$ cat config.mk
export PLATFORM = sky130hd
export DESIGN_NAME = id_ex_stage
export DESIGN_NICKNAME = d
export VERILOG_FILES = /design/src/rtl/id_ex_stage.sv
export SDC_FILE = /design/constraint.sdc
export NUM_CORES = 1
export LEC_CHECK = 0
export CORE_AREA = 2 2 251 253
export CTS_CLUSTER_DIAMETER = 60
export DETAILED_ROUTE_END_ITERATION = 8
export DIE_AREA = 0 0 253 255
export PLACE_DENSITY_LB_ADDON = 0.15
export REMOVE_ABC_BUFFERS = 1
export SLEW_MARGIN = 10
export SYNTH_ARGS = -nofsm -noshare
export SYNTH_HDL_FRONTEND = slang
export SYNTH_SLANG_ARGS = --single-unit
$ cat constraint.sdc
create_clock -name clk -period 4.45 [get_ports clk]
set_clock_uncertainty 0.1 [all_clocks]
set_input_delay 0.89 -clock clk [delete_from_list [all_inputs] [get_ports clk]]
set_output_delay 0.89 -clock clk [all_outputs]
set_load 0.02 [all_outputs]
$ cat src/rtl/id_ex_stage.sv
// ID/EX pipeline register with WB->ID write bypass, load-use bubble insertion
// and branch-flush handling.
module id_ex_stage #(
  parameter int XLEN  = 64,
  parameter int RADDR = 5
) (
  input  logic             clk,
  input  logic             reset,
  input  logic [XLEN-1:0]  pc_id,
  input  logic [RADDR-1:0] rs1_id,
  input  logic [RADDR-1:0] rs2_id,
  input  logic [RADDR-1:0] rd_id,
  input  logic [XLEN-1:0]  ReadData1,
  input  logic [XLEN-1:0]  ReadData2,
  input  logic [XLEN-1:0]  imm_id,
  input  logic [3:0]       funct_id,
  input  logic [7:0]       ctrl_id,
  input  logic             flush,
  input  logic             wb_RegWrite,
  input  logic [RADDR-1:0] wb_rd,
  input  logic [XLEN-1:0]  wb_WriteData,
  output logic [XLEN-1:0]  ex_pc,
  output logic [XLEN-1:0]  ex_rs1val,
  output logic [XLEN-1:0]  ex_rs2val,
  output logic [XLEN-1:0]  ex_imm,
  output logic [RADDR-1:0] ex_rs1,
  output logic [RADDR-1:0] ex_rs2,
  output logic [RADDR-1:0] ex_rd,
  output logic [3:0]       ex_funct,
  output logic [7:0]       ex_ctrl,
  output logic             ex_valid,
  output logic             stall,
  output logic             pc_write,
  output logic             if_id_write
);

  localparam int MEMREAD_BIT = 6;

  logic [XLEN-1:0] op1;
  logic [XLEN-1:0] op2;
  logic            wb_live;
  logic            haz;

  // The register file writes on the same edge we capture, so forward the WB value.
  assign wb_live = wb_RegWrite && (wb_rd != '0);
  assign op1     = (wb_live && (wb_rd == rs1_id)) ? wb_WriteData : ReadData1;
  assign op2     = (wb_live && (wb_rd == rs2_id)) ? wb_WriteData : ReadData2;

  assign haz = ex_valid && ex_ctrl[MEMREAD_BIT] && (ex_rd != '0) &&
               ((ex_rd == rs1_id) || (ex_rd == rs2_id));

  assign stall       = haz && !flush;
  assign pc_write    = !stall;
  assign if_id_write = !stall;

  always_ff @(posedge clk or negedge reset) begin
    if (!reset) begin
      ex_pc     <= '0;
      ex_rs1val <= '0;
      ex_rs2val <= '0;
      ex_imm    <= '0;
      ex_rs1    <= '0;
      ex_rs2    <= '0;
      ex_rd     <= '0;
      ex_funct  <= '0;
      ex_ctrl   <= '0;
      ex_valid  <= 1'b0;
    end else if (flush) begin
      ex_ctrl  <= '0;
      ex_valid <= 1'b0;
    end else if (stall) begin
      ex_ctrl  <= '0;
      ex_valid <= 1'b0;
      ex_rd    <= '0;
    end else begin
      ex_pc     <= pc_id;
      ex_rs1val <= op1;
      ex_rs2val <= op2;
      ex_imm    <= imm_id;
      ex_rs1    <= rs1_id;
      ex_rs2    <= rs2_id;
      ex_rd     <= rd_id;
      ex_funct  <= funct_id;
      ex_ctrl   <= ctrl_id;
      ex_valid  <= 1'b1;
    end
  end

endmodule
==> impl_metrics.py <==
metrics = {
    "final_layout": {
        "drive_gt1_share_pct": 33.2,
        "num-fill-cells": 6033,
        "layout.nets": 1797,
        "area_delta_synth_final_pct": 68.4,
    },
    "synthesis": {
        "ys_types": 24,
        "synth.most_common_cell": "dfrtp_1",
        "synth-main-ff-cell": "dfrtp_1",
        "ys_warn_count": 0,
        "syn_area_sq_um": 13200,
        "syn_inst": 783,
        "synth-edff-count": 0,
        "ys_seq_area_share_pct": 53.7,
        "synth_seq_cells": 284,
        "yosys.area.top_type": "dfrtp_1",
        "synth.area.top_cells": "dfrtp_1 54%, mux2_4 27%, mux2_2 13%",
        "synthArstFlopShare_pct": 100,
        "yosysTopAreaCellShare_pct": 53.7,
        "avgSynthCellArea_sq_um": 16.9,
        "synth_commonest_cells": "284 x dfrtp_1, 240 x mux2_4, 158 x mux2_2, 29 x buf_2, 16 x xnor2_1",
    },
    "route": {
        "postRouteAntennaNets": 0,
        "first_iter_violations": 230,
        "routedWlPerCell_um": 20.9,
        "avgViaCountPerCell": 4.01,
        "firstDrtPassIters": 4,
        "drt_wl_total_um": 47600,
        "vias": 9131,
        "drc_errors": 0,
    },
    "die": {
        "io_pins": 643,
        "num_rows": 92,
        "die_h_um": 255,
        "core_area_sq_um": 62200,
        "start_util_pct": 21.3,
        "fp.dieW_um": 253,
        "dieArea_sq_um": 64500,
    },
    "sta": {
        "max_slew_margin_pct": 49.2,
        "timing.final.crit_share_pct": 92.4,
        "rsz0062_at_grt": "no",
        "worstMarginPinSlew_ns": 0.762,
        "report.final.slew_viol_count": 0,
        "hold_viol_final": 0,
        "report.final.setup_viol": 0,
        "whs_ns": 0.251,
        "max_freq_mhz": 243,
        "fin_crit_ns": 4.11,
    },
    "clocking": {
        "cts_setup_buffers": 0,
        "clk_pin_slew_worst_paths_ns": 0.05,
        "cts_tree": "done",
        "cts_sinks": 284,
        "cts_buffer_depth": 3,
        "htree_levels": 2,
        "clk_latency_ns": 0.56,
        "cts_hold_buf": 0,
        "cts_resized": 0,
        "clockRootBuffer": "clkbuf_16",
        "cts_buffers": 47,
    },
    "critical_path": {
        "cp_common_cell": "clkdlybuf4s50_1",
        "start_kind": "input pin",
        "critPathBufInv": 2,
        "path_max_fanout": 3,
        "cpMaxStageDelayCell": "clkdlybuf4s50_1",
        "endpoint_kind": "output port",
        "worstSetupPathType": "in2out",
        "arrival_ns": 3.12,
        "cp_top_family": "buffers and inverters",
        "max_stage_delay_ns": 0.54,
        "worstPathRequired_ns": 3.46,
        "path_cells": "clkdlybuf4s50_1 -> xnor2_1 -> nand3_1 -> o22ai_1 -> nand2_1 -> or2_2 -> clkdlybuf4s50_1",
    },
    "pwr": {
        "ir_drop_v": 0.000277,
        "swShare_pct": 26.1,
        "pwr_density_cell_nw_per_um2": 404,
        "combPwrFrac_pct": 22.4,
        "clock_power_share_pct": 44.0,
        "power.total_mw": 9.00,
        "p_int_mw": 6.65,
        "seq_power_share_pct": 33.6,
        "p_leak_nw": 9.32,
        "switchingPower_mw": 2.35,
    },
    "global_route": {
        "grt_pass1_vias": 10100,
        "grt_usage_pct": 14.2,
        "grt_antenna_before_repair": 5,
        "grt_overflow": 0,
        "grt_start_max_net_pins": 108,
        "grt_pass1_wl_um": 68200,
    },
    "placement": {
        "gp_congestion": 0.757,
        "post-dp-hpwl_um": 34300,
        "port_buffers": 642,
    },
    "min_path": {
        "hold_class": "in2async",
    },
    "flow_run": {
        "drv_cap": 0,
    },
    "run_status": {
        "status": "finished clean",
    },
}
[logic make-up (layout without fill, tap and decap cells)]
| logic type | Yosys count | after routing | share of synthesized area, % |
|---|---|---|---|
| multiplexers | 398 | 398 | 40.7 |
| AO/OA/AOI/OAI | 8 | 8 | 0.482 |
| AND/OR/NAND/NOR | 29 | 29 | 1.53 |
| XOR/XNOR | 20 | 20 | 1.32 |
| flip-flops | 284 | 284 | 53.7 |
| buffers and inverters | 44 | 739 | 2.26 |
| other | 0 | 2 | 0 |
[stage by stage]
stage                     worst slack, ns  setup TNS, ns  std cells  utilization, %  area, sq um
after floorplan                     -7.86       -2168.21        739               -        12900
after global placement              0.368              0       2191            33.1        20600
after detailed placement            0.341              0       2191            33.1        20600
after CTS                           0.342              0       2277            35.8        22300
after global routing                0.189              0       2278            35.8        22300
final                               0.337              0       2279            35.8        22300
[layout by cell type (no fill, tap or decap), types with 10 or more instances in the layout]
cell | netlist | routed
dfrtp_1 | 284 | 284
mux2_4 | 240 | 240
clkdlybuf4s50_1 | 0 | 641
xnor2_1 | 16 | 16
clkbuf_16 | 0 | 49
buf_12 | 0 | 10
clkbuf_1 | 1 | 11
mux2_2 | 158 | 158
[layout make-up]
class,count,area [sq um],share of cell area [%]
timing repair buffer,653,6640,29.8
sequential,284,7110,31.9
tap,799,1000,4.49
clock buffer,68,1380,6.18
clock inverter,18,317,1.42
multi-input combinational,455,5830,26.2
antenna,2,5.00,0.0225
[per-layer routing]
layer / vias up / routed length (um) / GRT usage [%]
met5: - / 49 / 0
met1: 4525 / 18100 / 15.6
met3: 69 / 4940 / 6.51
met2: 390 / 23400 / 24.5
met4: 8 / 1070 / 4.24
li1: 4139 / - / -
[power groups by stage]
stage / clock [mW] / combinational (mW) / sequential (mW)
global route: 4.23 / 2.13 / 3.06
floorplan: 0 / 0.669 / 3.40
finish: 3.96 / 2.02 / 3.02
global placement: 0 / 2.05 / 3.06
CTS: 4.13 / 2.05 / 3.03
detailed placement: 0 / 2.04 / 3.06
[final timing paths]
kind | start | end | slack, ns | depth (start not counted)
hold / removal | reset | ex_rs2val[20]$_DFFE_PN0P_ | 0.25 | 1
max in group asynchronous | reset | ex_rs2val[33]$_DFFE_PN0P_ | 3.07 | 2
min in group clk | ex_funct[2]$_DFFE_PN0P_ | ex_funct[2]$_DFFE_PN0P_ | 0.40 | 1
setup reg to reg | ex_rd[0]$_DFFE_PN0N_ | ex_imm[58]$_DFFE_PN0P_ | 1.85 | 7
setup / recovery | rs1_id[2] | if_id_write | 0.34 | 7
hold reg to reg | ex_funct[2]$_DFFE_PN0P_ | ex_funct[2]$_DFFE_PN0P_ | 0.40 | 1
[flip-flops by register name (all words and copies together), names as in the netlist]
register   flops
ex_valid       1
ex_rs2val     64
ex_rs1         5
ex_rs2         5
ex_rs1val     64
ex_funct       4
ex_pc         64
ex_imm        64
ex_ctrl        8
ex_rd          5
Power figures use the tool's default switching activity.
